[config.mk]
export PLATFORM = sky130hd
export DESIGN_NAME = wptr_full
export DESIGN_NICKNAME = d
export VERILOG_FILES = /design/src/rtl/fifo_pkg.sv /design/src/rtl/gray2bin.sv /design/src/rtl/wptr_full.sv
export SDC_FILE = /design/constraint.sdc
export NUM_CORES = 1
export LEC_CHECK = 0
export BUFFER_PORTS_ARGS = -buffer_cell sky130_fd_sc_hd__buf_2
export CAP_MARGIN = 20
export CORE_UTILIZATION = 33
export CTS_CLUSTER_SIZE = 40
export DETAILED_ROUTE_END_ITERATION = 7
export HOLD_SLACK_MARGIN = 0.1
export MAX_ROUTING_LAYER = met4
export PLACE_DENSITY_LB_ADDON = 0.1
export SYNTH_ARGS = -nofsm -noshare
export SYNTH_HDL_FRONTEND = slang
export SYNTH_SLANG_ARGS = --single-unit
[constraint.sdc]
create_clock -name wclk -period 2.5 [get_ports wclk]
set_input_delay 0.375 -clock wclk [delete_from_list [all_inputs] [get_ports wclk]]
set_output_delay 0.375 -clock wclk [all_outputs]
set_load 0.02 [all_outputs]
[src/rtl/fifo_pkg.sv]
`default_nettype none
// ============================================================================
// Module      : fifo_pkg
// Description : Shared definitions for the asynchronous FIFO pointer logic.
//               Holds the default address width and the Gray-code helper
//               functions that both the write and read sides use.
// Revision    : 1.0 - initial release
// ============================================================================
package fifo_pkg;

  // Default memory address width; the FIFO depth is 2**FIFO_ADDR_SIZE.
  localparam int FIFO_ADDR_SIZE = 4;

  // Widest pointer the helper functions handle.
  localparam int MAX_PTR_W = 32;

  // Binary to Gray. A zero-extended operand of any width up to MAX_PTR_W
  // yields its zero-extended Gray code, so one function serves every width.
  function automatic logic [MAX_PTR_W-1:0] bin2gray(input logic [MAX_PTR_W-1:0] bin);
    return bin ^ (bin >> 1);
  endfunction

  // Gray to binary by XOR prefix from the MSB down. The bits above the real
  // width are zero, so they do not disturb the result.
  function automatic logic [MAX_PTR_W-1:0] gray2bin(input logic [MAX_PTR_W-1:0] gray);
    logic [MAX_PTR_W-1:0] bin;
    bin[MAX_PTR_W-1] = gray[MAX_PTR_W-1];
    for (int i = MAX_PTR_W - 2; i >= 0; i--) begin
      bin[i] = bin[i+1] ^ gray[i];
    end
    return bin;
  endfunction

endpackage
`default_nettype wire

[src/rtl/gray2bin.sv]
`default_nettype none
// ============================================================================
// Module      : gray2bin
// Description : Combinational Gray-to-binary converter (XOR prefix chain).
// Ports       : gray  in  W  Gray-coded value
//               bin   out W  binary equivalent
// Revision    : 1.0 - initial release
// ============================================================================
module gray2bin #(
  parameter int W = 5
) (
  input  logic [W-1:0] gray,
  output logic [W-1:0] bin
);

  assign bin[W-1] = gray[W-1];

  // Each binary bit is the XOR of all Gray bits at and above it.
  for (genvar i = 0; i < W - 1; i++) begin : g_bit
    assign bin[i] = bin[i+1] ^ gray[i];
  end

endmodule
`default_nettype wire

[src/rtl/wptr_full.sv]
`default_nettype none
// ============================================================================
// Module      : wptr_full
// Description : Write-side pointer and full-flag controller for the async
//               FIFO. Keeps the binary write pointer (memory address) and the
//               Gray write pointer sent to the read domain, and produces a
//               registered full flag, a sticky overflow flag and, when the
//               WPTR_FULL_AFULL_EN macro is defined, almost-full and
//               fill-level outputs.
// Ports       : wclk      in  1            write clock
//               wrst_n    in  1            async active-low reset
//               winc      in  1            write request
//               wq2_rptr  in  ADDR_SIZE+1  synchronized Gray read pointer
//               wovf_clr  in  1            clears woverflow
//               wfull     out 1            registered full flag
//               waddr     out ADDR_SIZE    memory write address
//               wptr      out ADDR_SIZE+1  registered Gray write pointer
//               woverflow out 1            sticky write-while-full flag
//               wafull    out 1            almost-full (0 without macro)
//               wcount    out ADDR_SIZE+1  fill level (0 without macro)
// Macro       : WPTR_FULL_AFULL_EN enables wafull/wcount logic.
// Revision    : 1.0 - initial release
// ============================================================================
module wptr_full
  import fifo_pkg::*;
#(
  parameter int ADDR_SIZE   = FIFO_ADDR_SIZE,
  parameter int AFULL_LEVEL = 2**ADDR_SIZE - 2
) (
  input  logic                 wclk,
  input  logic                 wrst_n,
  input  logic                 winc,
  input  logic [ADDR_SIZE:0]   wq2_rptr,
  input  logic                 wovf_clr,
  output logic                 wfull,
  output logic [ADDR_SIZE-1:0] waddr,
  output logic [ADDR_SIZE:0]   wptr,
  output logic                 woverflow,
  output logic                 wafull,
  output logic [ADDR_SIZE:0]   wcount
);

  localparam int PTR_W = ADDR_SIZE + 1;

  logic [ADDR_SIZE:0] wbin;
  logic [ADDR_SIZE:0] wbinnext;
  logic [ADDR_SIZE:0] wgraynext;
  logic               wfull_val;
  logic               winc_ok;

  assign winc_ok   = winc & ~wfull;
  assign wbinnext  = wbin + {{ADDR_SIZE{1'b0}}, winc_ok};
  assign wgraynext = (wbinnext >> 1) ^ wbinnext;

  // Full when the next write pointer has lapped the read pointer once: in
  // Gray code that means the top two bits differ and the rest match.
  assign wfull_val = (wgraynext == {~wq2_rptr[ADDR_SIZE:ADDR_SIZE-1],
                                    wq2_rptr[ADDR_SIZE-2:0]});

  assign waddr = wbin[ADDR_SIZE-1:0];

  always_ff @(posedge wclk or negedge wrst_n) begin
    if (!wrst_n) begin
      wbin      <= '0;
      wptr      <= '0;
      wfull     <= 1'b0;
      woverflow <= 1'b0;
    end else begin
      wbin  <= wbinnext;
      wptr  <= wgraynext;
      wfull <= wfull_val;
      // Set has priority so a rejected write is never hidden by a clear.
      if (winc & wfull)
        woverflow <= 1'b1;
      else if (wovf_clr)
        woverflow <= 1'b0;
    end
  end

`ifdef WPTR_FULL_AFULL_EN
  localparam logic [ADDR_SIZE:0] AFULL_THR = AFULL_LEVEL[ADDR_SIZE:0];

  logic [ADDR_SIZE:0] rbin_sync;
  logic [ADDR_SIZE:0] wlvl;

  gray2bin #(.W(PTR_W)) u_rptr_g2b (
    .gray (wq2_rptr),
    .bin  (rbin_sync)
  );

  // Modulo subtraction gives 0..2**ADDR_SIZE because the pointers never
  // drift apart by more than one lap.
  assign wlvl = wbinnext - rbin_sync;

  always_ff @(posedge wclk or negedge wrst_n) begin
    if (!wrst_n) begin
      wcount <= '0;
      wafull <= 1'b0;
    end else begin
      wcount <= wlvl;
      wafull <= (wlvl >= AFULL_THR);
    end
  end
`else
  logic unused_afull_level;

  assign unused_afull_level = (AFULL_LEVEL > PTR_W);
  assign wcount = '0;
  assign wafull = 1'b0;
`endif

endmodule
`default_nettype wire
# After elaboration in Yosys (flattened, before gate mapping)
# Index checks and enable logic that the tools add are counted.
# Widths: inputs -> output; s select.
word_totals:
  reg_bits: 12
  in_bits: 9
  output_inout_bits: 17
  elab_cells: 14
op_classes:
  add_sub_neg: 1
  eq_ne: 1
  muxes: 2
  bitwise_logic: 5
  n_reduce_logical: 1
op_table:
  columns: ["cell", "n"]
  rows:
  - ["$add 5x1->5", 1]
  - ["$eq 5x5->1", 1]
  - ["$xor 4x5->5", 1]
  - ["$and 1x1->1", 2]
  - ["$mux 1", 2]
  - ["$not 2->2", 1]
  - ["$reduce_bool 2->1", 1]
  - ["$not 1->1", 1]

# Longest topological paths before layout
# Gate-level depths: netlist (run 1).
logic_depth:
  word_depth: 5
  mapped_depth: 8

# Worst setup path before layout (run 1)
# Ideal clock, no wire load.
synth_path:
  path_kind: "register to register"
  start: "register wfull"
  end: "register wfull"
  setup_ns: 0.073
  t_arrival_ns: 2.087
  path_slack_ns: 0.340
  stages_incl_launch_ff: 9
  cell_sequence: "dfrtp_1 -> nor2b_1 -> ha_1 -> ha_1 -> and4b_1 -> o21a_1 -> or3_1 -> a211o_1 -> a21oi_2"
synth_between:
  elab_chain_len: 5
synth_rtl:
  columns: ["element", "line_no", "text"]
  rows:
  - ["start: declaration", "wptr_full.sv:35", "output logic wfull,"]
  - ["start signal: assignment", "wptr_full.sv:71", "wfull <= wfull_val;"]
  - ["$not 1->1", "wptr_full.sv:51", "assign winc_ok = winc & ~wfull;"]
  - ["$and 1x1->1", "wptr_full.sv:51", null]
  - ["$add 5x1->5", "wptr_full.sv:52", "assign wbinnext = wbin + {{ADDR_SIZE{1'b0}}, winc_ok};"]
  - ["$xor 4x5->5", "wptr_full.sv:53", "assign wgraynext = (wbinnext >> 1) ^ wbinnext;"]
  - ["$eq 5x5->1", "wptr_full.sv:57", "assign wfull_val = (wgraynext == {~wq2_rptr[ADDR_SIZE:ADDR_SIZE-1],"]
  - ["via wfull_val", "wptr_full.sv:48", "logic wfull_val;"]
# The timed path passes the listed nets, and every way through them passes these cells.
# A chain may end at the register's enable or synchronous reset.

# Final worst setup path (run 1)
# Same ends and word-level chain as after synthesis.

==> flow_summary.ini, run 1 <==
[clocking]
cts.clk_slew.worst_paths_ns = 0.06
h-tree-depth = 1
cts_tree = done
cts_resized = 0
cts_sinks = 11
clock_latency_ns = 0.26
clock_path_buffers = 2
cts_root_buf = clkbuf_4
cts_inserted_buffers = 3

[power_and_ir_drop]
switching_share_pct = 43.21
ir_worst_vdd_v = 0.0007182
p_clk_share_pct = 11.4
p_sw_uw = 439.7
internal_power_uw = 578.0
seq_power_share_pct = 31.9
p_leak_uw = 0.0003579
p_comb_share_pct = 56.7
powerDensity_nw_per_um2 = 1376

[routing]
drt_iter0_markers = 2
drc = 1
drt_wl_total_um = 960
ant_nets = 0
firstDrtPassIters = 5
vias = 422
drt-wirelength-per-cell_um = 9.320
vias_per_cell = 4.097

[floorplan]
fp.coreArea_um2 = 1594
die_h_um = 44.26
dieArea_um2 = 1959
io_pins = 26
rows = 14
initial_core_util_pct = 36.97
die_x_um = 44.26

[critical_path]
crit_type = flop to flop
required_ns = 2.69
crit_fanout = 5
cp.arrival_ns = 2.43
startpoint_type = flop
cp-end-kind = flop

[global_route]
antenna_found_initial = 0
overflow = 0
grt_use_total_pct = 12.94
grt_pass1_vias = 392
grt_first_pass_wirelength_um = 1669
grt_max_degree = 12

[synth]
synth-seq-area-share_pct = 46.71
avgSynthCellArea_um2 = 10.91
synth_cell_types = 24
syn_inst = 54
syn-cell-area_um2 = 589.3
ys_warn_count = 0
ys_ff_latch = 11

[sta]
fmax_mhz = 446.6
maxSlewViolCount = 0
hold_slack_ns = 0.2996
finalHoldViolCount = 0
fin_worst_skew_ns = 0.003216
finalCritPeriodShare_pct = 89.56
finalSetupViolCount = 0
post-route-min-period_ns = 2.239
setup_tns_ns = 0
rsz0062_at_grt = false

[final_layout]
fin_util_pct = 46.39
n_fill_cell = 171
area_growth_pct = 25.48
drive_gt1_share_pct = 32.91
fin_nets = 91
antenna_cells = 0

[status]
status = finished, violations left
violations = design-rule violations

[run]
maxCapViolCount = 0

[place]
place_congestion = 0.6552
portBuffers = 19

[worst_hold_path]
hold_class = input port to flop
## power by group through the flow
stage                     Combinational, uW  Clock, uW  Sequential, uW
after detailed placement                584          0             329
final                                   577        116             325
after global routing                    640        139             340
after global placement                  582          0             329
after floorplan                         305          0             432
after CTS                               591        125             325
## stage by stage
| step | setup slack [ns] | area (um2) | total power, uW | instances |
|---|---|---|---|---|
| final | 0.2609 | 739.5 | 1018 | 103 |
| after global routing | 0.1126 | 739.5 | 1120 | 103 |
| after floorplan | 0.3402 | 608.1 | 737.4 | 59 |
| after detailed placement | 0.1680 | 703.2 | 913.1 | 98 |
| after global placement | 0.1792 | 703.2 | 910.5 | 98 |
| after CTS | 0.2453 | 739.5 | 1041 | 103 |
## synthesized netlist by cell type
master | n | area share, %
a211o_1 | 1 | 1.5
a21boi_0 | 2 | 2.5
a21oi_1 | 1 | 0.85
a21oi_2 | 1 | 1.5
a31oi_1 | 1 | 1.1
and4b_1 | 1 | 1.7
buf_4 | 6 | 7.6
conb_1 | 1 | 0.64
dfrtp_1 | 11 | 47
ha_1 | 2 | 4.2
inv_1 | 2 | 1.3
mux2i_1 | 1 | 1.7
nand2_1 | 2 | 1.3
nand3_1 | 2 | 1.7
nand3b_1 | 2 | 2.5
nand4_1 | 1 | 1.1
nor2_1 | 1 | 0.64
nor2b_1 | 1 | 1.1
o21a_1 | 1 | 1.3
o21ai_0 | 2 | 1.7
or3_1 | 1 | 1.1
or3b_2 | 1 | 1.5
xnor2_1 | 4 | 5.9
xor2_1 | 6 | 8.9
## final timing paths
path	slack, ns	to	start	cells after the start
max	0.26	wfull$_DFF_PN0_	wfull$_DFF_PN0_	8
min	0.30	woverflow$_DFFE_PN0P_	wovf_clr	2
max reg2reg	0.26	wfull$_DFF_PN0_	wfull$_DFF_PN0_	8
min reg2reg	0.51	woverflow$_DFFE_PN0P_	wfull$_DFF_PN0_	2
max in group asynchronous	1.79	wbin[4]$_DFF_PN0_	wrst_n	2
min in group asynchronous	0.51	wptr[0]$_DFF_PN0_	wrst_n	2
## registers in the layout, summed over array words and instances (netlist names)
signal / flops
woverflow: 1
wfull: 1
wbin: 5
wptr: 4
## layer usage
metal,vias up,global-route usage (%),part of all wire [%]
met3,2,7.347,5.5
met5,-,-,0
met2,14,18.24,46
met4,0,3.636,0.63
met1,183,15.80,48
li1,223,-,-
## layout by cell type, fill, tap and decap left out
cell / synthesis / routed
buf_2: 0 / 19
dfrtp_1: 11 / 11
xor2_1: 6 / 6
conb_1: 1 / 6
xnor2_1: 4 / 4
clkbuf_4: 0 / 3
nand3_1: 2 / 2
inv_1: 2 / 2
a21boi_0: 2 / 2
o21ai_0: 2 / 2
nand3b_1: 2 / 2
nand2_1: 2 / 2
ha_1: 2 / 2
buf_4: 6 / 2
nor2b_1: 1 / 1
a31oi_1: 1 / 1
and4b_1: 1 / 1
o21a_1: 1 / 1
or3_1: 1 / 1
nand4_1: 1 / 1
a211o_1: 1 / 1
or3b_2: 1 / 1
nor2_1: 1 / 1
a21oi_1: 1 / 1
mux2i_1: 1 / 1
a21oi_2: 1 / 1
clkbuf_1: 0 / 1
dlygate4sd3_1: 0 / 1
## cell type report
cell class              instances  area (um2)  area share (%)
multi-input cells              40       280.3           37.90
flip-flops and latches         11       275.3           37.23
repair buffers                 22       120.1           16.24
inverters                       2       7.507           1.015
clock buffers                   4       26.28           3.553
well taps                      24       30.03           4.061
## critical path, stage by stage (launching register included)
cell and delay (ns):
dfrtp_1 0.39, nor2b_1 0.14, ha_1 0.26, ha_1 0.25, and4b_1 0.21, o21a_1 0.17
or3_1 0.32, a211o_1 0.32, a21oi_2 0.13
## what timing repair did
item                      CTS  global route
hold buffers                1             0
hold endpoints to repair   11             0
setup buffers               0             0
## kinds of logic (layout without fill, tap and decap cells)
group / count (synthesis) / in the layout / synth area share [%]
DFF: 11 / 11 / 46.71
other: 1 / 6 / 0.6363
xor gates and xnor gates: 10 / 10 / 14.86
muxes: 1 / 1 / 1.699
and+or+nand+nor: 12 / 12 / 12.53
adders and majority gates: 2 / 2 / 4.246
buffers and inverters: 8 / 28 / 8.917
AOI/OAI and AO/OA: 9 / 9 / 10.40
No activity file was read; power rests on OpenSTA's default activity.
==> run 2, diff against run 1 <==
BUFFER_PORTS_ARGS = not set   (was -buffer_cell sky130_fd_sc_hd__buf_2)
DONT_BUFFER_PORTS = 1   (was not set)
==> run 2 against run 1 <==
The flow still finishes with violations (design-rule violations). Routed wire length rose by 1.9%. Non-clock buffer count is 17 lower. Count of clock-buffer cells in the layout is the same.
==> flow_summary.ini, run 2 (same netlist as run 1, synthesis figures left out) <==
[routing]
drt_iter0_markers = 3
firstDrtPassIters = 6
wl_met2_um = 490
drt-wirelength-per-cell_um = 11.37
drc = 1
ant_nets = 0
vias = 387
drt_wl_total_um = 978
top_layer_used = met4
wl_met3_um = 74
vias_per_cell = 4.500
m1WireLength_um = 397

[floorplan]
die_h_um = 44.26
die_x_um = 44.26
fp.coreArea_um2 = 1594
rows = 14
initial_core_util_pct = 36.97
dieArea_um2 = 1959
io_pins = 26

[sta]
rsz0062_at_grt = false
post-route-min-period_ns = 2.209
setup_tns_ns = 0
finalSetupViolCount = 0
finalCritPeriodShare_pct = 88.38
fin_worst_skew_ns = 0.001074
finalHoldViolCount = 0
maxSlewViolCount = 0
slew_headroom_pct = 66.49
fmax_mhz = 452.6
worstMarginPinSlew_ns = 0.5010

[global_route]
grt_first_pass_wirelength_um = 1704
antenna_found_initial = 0
grt_pass1_vias = 385
grt_max_degree = 12
grt_use_total_pct = 13.13
overflow = 0

[final_layout]
fin_nets = 74
drive_gt1_share_pct = 14.52
regMostFlops = wbin
antenna_cells = 0
largestRegisters = wbin (5), wptr (4)
n_fill_cell = 166
fin_util_pct = 41.37
area_growth_pct = 11.89
largest_reg_flops = 5
final_common_cell = dfrtp_1
mostFrequentLayoutCells = 11 x dfrtp_1, 6 x xor2_1, 6 x conb_1, 4 x xnor2_1, 4 x buf_4

[clocking]
clock_path_buffers = 2
cts_resized = 0
cts.clk_slew.worst_paths_ns = 0.06
clock_latency_ns = 0.26
cts_inserted_buffers = 3
cts_sinks = 11
cts_root_buf = clkbuf_4
h-tree-depth = 1
cts_tree = done

[critical_path]
reg2reg_depth = 8
endpoint = wfull$_DFF_PN0_
rr_startpoint = wfull$_DFF_PN0_
critPathLaunch = wfull$_DFF_PN0_
crit_type = flop to flop
cp.arrival_ns = 2.41
required_ns = 2.70
r2r_slack_ns = 0.29
crit_fanout = 5
r2r_end = wfull$_DFF_PN0_
startpoint_type = flop
cp-end-kind = flop

[worst_hold_path]
hold_class = input port to flop

[power_and_ir_drop]
powerDensity_nw_per_um2 = 1462
p_leak_uw = 0.0002896
ir_worst_vdd_v = 0.0006592

[place]
portBuffers = 0
place_congestion = 0.6258
dp_hpwl_um = 754.8

[run]
maxCapViolCount = 0

[status]
status = finished, violations left
violations = design-rule violations
-- run 2: critical path, cell delays in order (launching register included) --
cell and delay [ns]:
dfrtp_1 0.38, nor2b_1 0.13, ha_1 0.25, ha_1 0.24
and4b_1 0.21, o21a_1 0.17, or3_1 0.33, a211o_1 0.31
a21oi_2 0.13
-- run 2: per-stage QoR --
stage          worst slack [ns]  instances  cell area [um2]  hold slack (ns)  total power (uW)
2_1_floorplan            0.3402         59            608.1          0.07941             737.4
3_3_place_gp             0.2820         81            623.1          0.07965             846.4
3_5_place_dp             0.2473         81            623.1          0.07968             852.2
4_1_cts                  0.2329         86            659.4           0.2056             981.0
5_1_grt                  0.1095         86            659.4           0.2182              1044
6_report                 0.2905         86            659.4           0.2145             963.8
-- run 2: worst min path at each step --
stage,from,cells past startpoint,slack [ns],to
2_1_floorplan,wrst_n,0,0.08,wbin[0]$_DFF_PN0_
3_3_place_gp,wrst_n,0,0.08,woverflow$_DFFE_PN0P_
3_5_place_dp,wrst_n,0,0.08,wptr[2]$_DFF_PN0_
4_1_cts,wovf_clr,1,0.21,woverflow$_DFFE_PN0P_
5_1_grt,wovf_clr,1,0.22,woverflow$_DFFE_PN0P_
6_report,wovf_clr,1,0.21,woverflow$_DFFE_PN0P_
-- run 2: routing by layer --
layer	track usage, %	vias up
li1	-	191
met1	14.03	179
met2	20.00	15
met3	7.347	2
met4	5.455	0
met5	-	-
-- run 2: cell type report --
cell class,count,area (um2),area share [%]
well taps,24,30.03,4.554
flip-flops and latches,11,275.3,41.75
inverters,2,7.507,1.139
multi-input cells,40,280.3,42.50
repair buffers,5,40.04,6.072
clock buffers,4,26.28,3.985
-- run 2: power breakdown --
| group | switching (uW) | total (uW) | internal [uW] | leakage (uW) |
|---|---|---|---|---|
| registers | 159 | 426 | 267 | 0.000133 |
| clock network | 55.4 | 117 | 61.7 | 0.0000150 |
| logic | 216 | 421 | 205 | 0.000141 |
-- run 2: what timing repair did --
item	in CTS	in global routing
endpoints found under the hold margin	11	0
buffers inserted	0	0
endpoints found under the setup margin	0	0
hold buffers	1	0
